<file path="src/rtl/qdiv_signed_seq.sv">
// rtl/qdiv_signed_seq.sv - signed fixed-point restoring divider, one quotient bit per clock
// Start/valid handshake, optional round-half-away, saturation and divide-by-zero flags.
module qdiv_signed_seq #(
    parameter int WIDTH = 32,
    parameter int FBITS = 16,
    parameter int ROUND = 0
) (
    input  logic             clk,
    input  logic             rst,
    input  logic             start,
    input  logic [WIDTH-1:0] dividend,
    input  logic [WIDTH-1:0] divisor,
    output logic [WIDTH-1:0] quotient,
    output logic             valid,
    output logic             busy,
    output logic             div_zero,
    output logic             overflow
);

    localparam int N  = WIDTH + FBITS + ROUND;
    localparam int CW = $clog2(N + 1);

    localparam logic [WIDTH-1:0] MAX_Q   = {1'b0, {(WIDTH-1){1'b1}}};
    localparam logic [WIDTH-1:0] MIN_Q   = {1'b1, {(WIDTH-1){1'b0}}};
    localparam logic [N-1:0]     MAX_POS = {{(N-WIDTH+1){1'b0}}, {(WIDTH-1){1'b1}}};
    localparam logic [N-1:0]     MIN_MAG = {{(N-WIDTH){1'b0}}, 1'b1, {(WIDTH-1){1'b0}}};

    typedef enum logic [1:0] {
        IDLE = 2'd0,
        CALC = 2'd1,
        FIN  = 2'd2
    } state_t;

    state_t           state_q, state_d;
    logic [CW-1:0]    cnt_q, cnt_d;
    logic [N-1:0]     num_q, num_d;
    logic [N-1:0]     raw_q, raw_d;
    logic [WIDTH-1:0] rem_q, rem_d;
    logic [WIDTH-1:0] dvs_q, dvs_d;
    logic             neg_q, neg_d;
    logic             dz_pend_q, dz_pend_d;
    logic             dz_neg_q, dz_neg_d;
    logic [WIDTH-1:0] quot_q, quot_d;
    logic             valid_q, valid_d;
    logic             busy_q, busy_d;
    logic             dz_q, dz_d;
    logic             ovf_q, ovf_d;

    logic [WIDTH-1:0] a_mag, b_mag;
    logic [WIDTH:0]   shifted;
    logic             take;
    logic [N-1:0]     mag;
    logic             sat_pos, sat_neg;

    always_comb begin
        // |min| = 2^(WIDTH-1) still fits when read back as unsigned
        a_mag   = dividend[WIDTH-1] ? -dividend : dividend;
        b_mag   = divisor[WIDTH-1]  ? -divisor  : divisor;
        shifted = {rem_q, num_q[N-1]};
        take    = (shifted >= {1'b0, dvs_q});
        if (ROUND != 0) begin
            mag = (raw_q >> 1) + {{(N-1){1'b0}}, raw_q[0]};
        end else begin
            mag = raw_q;
        end
        sat_pos = !neg_q && (mag > MAX_POS);
        sat_neg =  neg_q && (mag > MIN_MAG);
    end

    always_comb begin
        state_d   = state_q;
        cnt_d     = cnt_q;
        num_d     = num_q;
        raw_d     = raw_q;
        rem_d     = rem_q;
        dvs_d     = dvs_q;
        neg_d     = neg_q;
        dz_pend_d = 1'b0;
        dz_neg_d  = dz_neg_q;
        quot_d    = quot_q;
        valid_d   = 1'b0;
        busy_d    = busy_q;
        dz_d      = dz_q;
        ovf_d     = ovf_q;

        // A divide-by-zero accepted last edge reports now, independent of the FSM
        if (dz_pend_q) begin
            valid_d = 1'b1;
            dz_d    = 1'b1;
            ovf_d   = 1'b0;
            quot_d  = dz_neg_q ? MIN_Q : MAX_Q;
        end

        case (state_q)
            IDLE: begin
                if (start) begin
                    if (divisor == '0) begin
                        dz_pend_d = 1'b1;
                        dz_neg_d  = dividend[WIDTH-1];
                    end else begin
                        num_d   = {a_mag, {(FBITS+ROUND){1'b0}}};
                        dvs_d   = b_mag;
                        neg_d   = dividend[WIDTH-1] ^ divisor[WIDTH-1];
                        cnt_d   = '0;
                        rem_d   = '0;
                        raw_d   = '0;
                        busy_d  = 1'b1;
                        state_d = CALC;
                    end
                end
            end
            CALC: begin
                rem_d = take ? (shifted[WIDTH-1:0] - dvs_q) : shifted[WIDTH-1:0];
                raw_d = {raw_q[N-2:0], take};
                num_d = {num_q[N-2:0], 1'b0};
                cnt_d = cnt_q + CW'(1);
                if (cnt_q == CW'(N - 1)) begin
                    state_d = FIN;
                end
            end
            FIN: begin
                if (sat_pos) begin
                    quot_d = MAX_Q;
                    ovf_d  = 1'b1;
                end else if (sat_neg) begin
                    quot_d = MIN_Q;
                    ovf_d  = 1'b1;
                end else begin
                    quot_d = neg_q ? -mag[WIDTH-1:0] : mag[WIDTH-1:0];
                    ovf_d  = 1'b0;
                end
                dz_d    = 1'b0;
                valid_d = 1'b1;
                busy_d  = 1'b0;
                state_d = IDLE;
            end
            default: begin
                state_d = IDLE;
            end
        endcase
    end

    always_ff @(posedge clk) begin
        if (rst) begin
            state_q   <= IDLE;
            cnt_q     <= '0;
            num_q     <= '0;
            raw_q     <= '0;
            rem_q     <= '0;
            dvs_q     <= '0;
            neg_q     <= 1'b0;
            dz_pend_q <= 1'b0;
            dz_neg_q  <= 1'b0;
            quot_q    <= '0;
            valid_q   <= 1'b0;
            busy_q    <= 1'b0;
            dz_q      <= 1'b0;
            ovf_q     <= 1'b0;
        end else begin
            state_q   <= state_d;
            cnt_q     <= cnt_d;
            num_q     <= num_d;
            raw_q     <= raw_d;
            rem_q     <= rem_d;
            dvs_q     <= dvs_d;
            neg_q     <= neg_d;
            dz_pend_q <= dz_pend_d;
            dz_neg_q  <= dz_neg_d;
            quot_q    <= quot_d;
            valid_q   <= valid_d;
            busy_q    <= busy_d;
            dz_q      <= dz_d;
            ovf_q     <= ovf_d;
        end
    end

    assign quotient = quot_q;
    assign valid    = valid_q;
    assign busy     = busy_q;
    assign div_zero = dz_q;
    assign overflow = ovf_q;

endmodule

</file>
<file path="config.mk">
export PLATFORM = sky130hd
export DESIGN_NAME = qdiv_signed_seq
export DESIGN_NICKNAME = d
export VERILOG_FILES = /design/src/rtl/qdiv_signed_seq.sv
export SDC_FILE = /design/constraint.sdc
export NUM_CORES = 1
export LEC_CHECK = 0
export CAP_MARGIN = 20
export CORE_MARGIN = 2
export CORE_UTILIZATION = 55
export CTS_BUF_LIST = sky130_fd_sc_hd__clkbuf_4 sky130_fd_sc_hd__clkbuf_8
export DETAILED_ROUTE_END_ITERATION = 6
export PLACE_DENSITY = 0.83
export SYNTH_ARGS = -nofsm -noshare
export SYNTH_HDL_FRONTEND = slang
export SYNTH_SLANG_ARGS = --single-unit
</file>
<file path="constraint.sdc">
create_clock -name clk -period 3.3 [get_ports clk]
set_clock_uncertainty 0.05 [all_clocks]
set_input_delay 0.33 -clock clk [delete_from_list [all_inputs] [get_ports clk]]
set_output_delay 0.33 -clock clk [all_outputs]
set_load 0.05 [all_outputs]
</file>
* Yosys cells after proc, flatten, opt, wreduce, memory -nomap -nowiden *
Index checks and enable logic that the tools add are counted.
W data, S select, Z words.

operators by class
  reductions and logical operators = 15
  bitwise logic cells = 4
  $lt $le $gt $ge = 3
  muxes and demuxes = 35
  eq/ne operators = 6
  add/sub/neg operators = 5

operators with widths
  cell                    count
  $mux W32                11
  $mux W48                4
  $pmux W48 S2            2
  $neg A32 Y32            3
  $pmux W32 S2            1
  $gt A48 B31 Y1 const B  1
  $gt A48 B32 Y1 const B  1
  $ge A33 B32 Y1          1
  $logic_not A32 Y1       1
  $sub A32 B32 Y32        1
  $reduce_and A3 Y1       5
  $mux W6                 2
  $pmux W6 S2             1
  $mux W1                 9
  $add A6 B1 Y6 const B   1
  $eq A6 B6 Y1 const B    1
  $mux W2                 3
  $ne A2 B2 Y1 const B    3
  $reduce_bool A2 Y1      3
  $pmux W2 S2             1
  $not A1 Y1              3
  $reduce_or A3 Y1        1
  $eq A2 B1 Y1 const B    1
  $eq A2 B2 Y1 const B    1
  other kinds (6)         7

storage, ports and cells
  flip-flop bits (word level) = 207
  output and inout bits = 36

* Depth between registers and ports, before layout *
  depth after elaboration = 5
  gate-level depth with buffers = 13
  gate-level depth less buffers = 11

* Worst setup path before layout *
No wires, ideal clock.

  path kind = register -> register
  start point = register raw_q[0], in the netlist mag[0]
  end point = register quot_q[26], in the netlist quotient[26]
  cell stages (with the launch flop) = 11
  data arrival time = 2.934 ns
  buffers on the path = 1
  setup slack = 0.230 ns
  path through = dfxtp_1 -> inv_1 -> ha_1 -> or3b_2 -> clkbuf_1 -> or3_1 -> or4b_4 -> or3_4 -> o311ai_4 -> o21ai_2 -> a221oi_2

between the ends
  word-level cells in the longest chain between the ends = 5

ends and longest elaborated chain
  what                                             RTL line  RTL
  start, declared                                  37        logic [N-1:0] raw_q, raw_d;
  start signal, assigned                           163       raw_q <= raw_d;
  $neg A32 Y32 or $gt A48 B32 Y1 (tied branches)   129, 67
  $mux W32 or $logic_and A1 B1 Y1 (tied branches)  129, 67
  $mux W32                                         125       end else if (sat_neg) begin
  $mux W32 *                                       122       if (sat_pos) begin
  $mux W32 *                                       94        case (state_q)
  end signal, assigned                             169       quot_q <= quot_d;
  end, declared                                    43        logic [WIDTH-1:0] quot_q, quot_d;

Every way passes the cells marked *; elsewhere a longest branch is shown, timed or not.
A chain may end at the register's enable or synchronous reset.

* Worst setup path in the final report *
  start point = register dvs_q[11]
  end point = register rem_q[24]

between the ends
  word-level cells in the longest chain between the ends = 3

ends and longest elaborated chain
  what                                                RTL line  RTL
  start, declared                                     39        logic [WIDTH-1:0] dvs_q, dvs_d;
  start signal, assigned                              165       dvs_q <= dvs_d;
  $sub A32 B32 Y32 or $ge A33 B32 Y1 (tied branches)  113, 60
  $mux W32 *                                          113       rem_d = take ? (shifted[WIDTH-1:0] - dvs_q) : shifted[WIDTH-1:0];
  $pmux W32 S2 *                                      94
  end signal, assigned                                164       rem_q <= rem_d;
  end, declared                                       38        logic [WIDTH-1:0] rem_q, rem_d;

Marks and branches as above.

==> flow_summary.toml <==
[grt]
gr-total-overflow = 0
grt_max_degree = 56
first_global_vias = 9856
antenna_found_initial = 2
grt_pass1_wl_um = 46900
grt_use_total_pct = 26.0

[finish]
diodes = 0
fin_area_sq_um = 13100
nets = 1567
nFillCells = 1651
area_growth_pct = 18.2
drive_gt1_share_pct = 9.08
multi_input_area_sq_um = 6750
seqCellArea_sq_um = 3820

[synthesis]
synthCells = 1361
ys_top_cells_by_area = "dfxtp_1 34%, a211oi_1 4.3%, nor2_1 4.2%"
synth_most_common_cell = "dfxtp_1"
yosys-top-cells-count = "191 x dfxtp_1, 124 x nor2_1, 107 x nand2_1"
synth_edf_count = 0
synth_top_cell_area_share_pct = 34.5
synth_flop_cell = "dfxtp_1"
syn_nets = 1465
ys_types = 75
seq_area_frac_synth_pct = 34.5
postSynth.asyncResetShare_pct = 0
ys_ff_latch = 191
synth_area_leader_cell = "dfxtp_1"
synth_area_sq_um = 11100
yosysWarnings = 0
avgSynthCellArea_sq_um = 8.15

[sta]
max_freq_ghz = 0.315
timing.final.max_slew_violations = 0
setup_viol = 0
maxSlewHeadroom_pct = 44.3
finalHoldViolCount = 0
fin_crit_sh_pct = 96.3
max_slew.worst_pin.slew_ns = 0.833
post-route-min-period_ns = 3.18

[route]
drt-initial-drc-count = 767
drc_errors = 0
first_pass_iters = 5
vias = 10574
avgRoutedWirePerCell_um = 16.1
totalWireLength_um = 28100
ant_nets = 0
vias_per_cell = 6.08

[place]
dpl_cell_area_sq_um = 12700
dp_hpwl_um = 20400
place_congestion = 0.943
portBuffers = 102

[cts]
cts-root-buf = "clkbuf_8"
ctsHoldBuffers = 0
worstSkewPairLatency_ns = 0.48
cts_max_path_buffers = 2
cts_setup_buffers = 0
ctsResizeCount = 0
cts_tree = "built"
cts_buffers = 17
clock-sinks = 191
htree_num_levels = 4
clk_pin_slew_ns = 0.10

[critical_path]
path_buf_inv = 2
cp.required_ns = 3.66
path_class = "register to register"
cpPeakStageDelay_ns = 0.70
end_kind = "register"
path_max_fanout = 7
cp.arrival_ns = 3.54
cp-start-kind = "register"
cp_top_family = "simple AND/OR/NAND/NOR gates"
critical_path.slowest_cell = "or4b_2"
path_cells = "inv_1, ha_1, nand3_1, nor2_1, o311a_1, o31ai_1, a2111oi_2, buf_4, nor3_1, or4b_2, o21ai_0"

[outcome]
outcome = "complete, no violations"

[die]
rows = 51
die_h_um = 146
ioPinCount = 103
start_util_pct = 56.4
dieWidth_um = 146
core_sq_um = 19700
dieArea_sq_um = 21300

[min_path]
hp-class = "input port to register"

[pwr]
power_density_nw_per_um2 = 537
p_leak_uw = 0.00498
ir_drop_v = 0.000382
report.power.total_uw = 7040

[run]
drv_cap = 0
## metal layers
metal	up-vias	global-route usage (%)	part of all wire, %
met5	-	0	0.057
met4	2	6.99	1.5
met3	29	4.56	5.5
met2	323	42.7	47
met1	5011	35.3	46
li1	5209	-	-
## logic make-up after synthesis
group                    after synthesis  synth area share [%]
AO/OA/AOI/OAI                        444                  27.7
AND/OR/NAND/NOR                      426                  19.1
flip-flops                           191                  34.5
buffers and inverters                149                  5.25
XOR/XNOR                              89                  7.03
adder cells (fa/ha/maj)               37                  4.24
multiplexers                          25                  2.26
## worst reg2reg max path: stages (launching register included)
cell and delay [ns]:
dfxtp_1 0.33, inv_1 0.05, ha_1 0.41, nand3_1 0.16, nor2_1 0.19, o311a_1 0.30, o31ai_1 0.13, a2111oi_2 0.41
buf_4 0.18, nor3_1 0.05, or4b_2 0.70, o21ai_0 0.15
## layout by cell type, fill, tap and decap left out, drive strengths merged, types with 48 or more instances in the layout
cell           count
clkdlybuf4s50    101
a22o              48
a211oi            64
xor2              48
nand2            107
nor2             124
dfxtp            191
inv               66
o21ai             94
buf               68
a21oi             86
## through the flow
stage | util [%] | TNS, ns | std cells | hold slack, ns | setup WS [ns]
global route | 66.7 | -0.0195 | 1740 | 0.278 | -0.0195
finish | 66.7 | 0 | 1740 | 0.272 | 0.121
detailed placement | 64.6 | -0.558 | 1708 | 0.406 | -0.272
CTS | 66.5 | 0 | 1739 | 0.263 | 0.0609
floorplan | - | 0 | 1361 | 0.382 | 0.230
global placement | 64.6 | -0.300 | 1708 | 0.391 | -0.155
## registers in the layout (all words and copies together) (netlist names)
register,flops
neg_q,1
num_q,32
valid,1
dz_pend_q,1
busy,1
quotient,32
cnt_q,6
state_q,2
overflow,1
dvs_q,32
dz_neg_q,1
div_zero,1
rem_q,32
mag,48
## final timing paths
kind                                from                     end  slack [ns]  cells past startpoint
setup / recovery  dvs_q[11]$_SDFFE_PP0P_  rem_q[24]$_SDFFE_PP0P_        0.12                     11
hold / removal                       rst  num_q[37]$_SDFFE_PP0P_        0.27                      2
setup reg to reg  dvs_q[11]$_SDFFE_PP0P_  rem_q[24]$_SDFFE_PP0P_        0.12                     11
hold reg to reg   dvs_q[31]$_SDFFE_PP0P_  dvs_q[31]$_SDFFE_PP0P_        0.42                      2
## area by class of cell
class	instances	area share (%)
well taps	265	2.53
inverters	63	1.80
repair buffers	169	12.1
multi-input cells	1021	51.5
clock inverters	9	0.763
flip-flops and latches	191	29.2
clock buffers	22	2.17
## where the power goes
part	switching, uW	internal [uW]	leakage, uW
clock	847	673	0.000198
sequential	106	2460	0.00155
combinational	1650	1310	0.00323
Note: power is estimated with default switching activity, not from simulation.
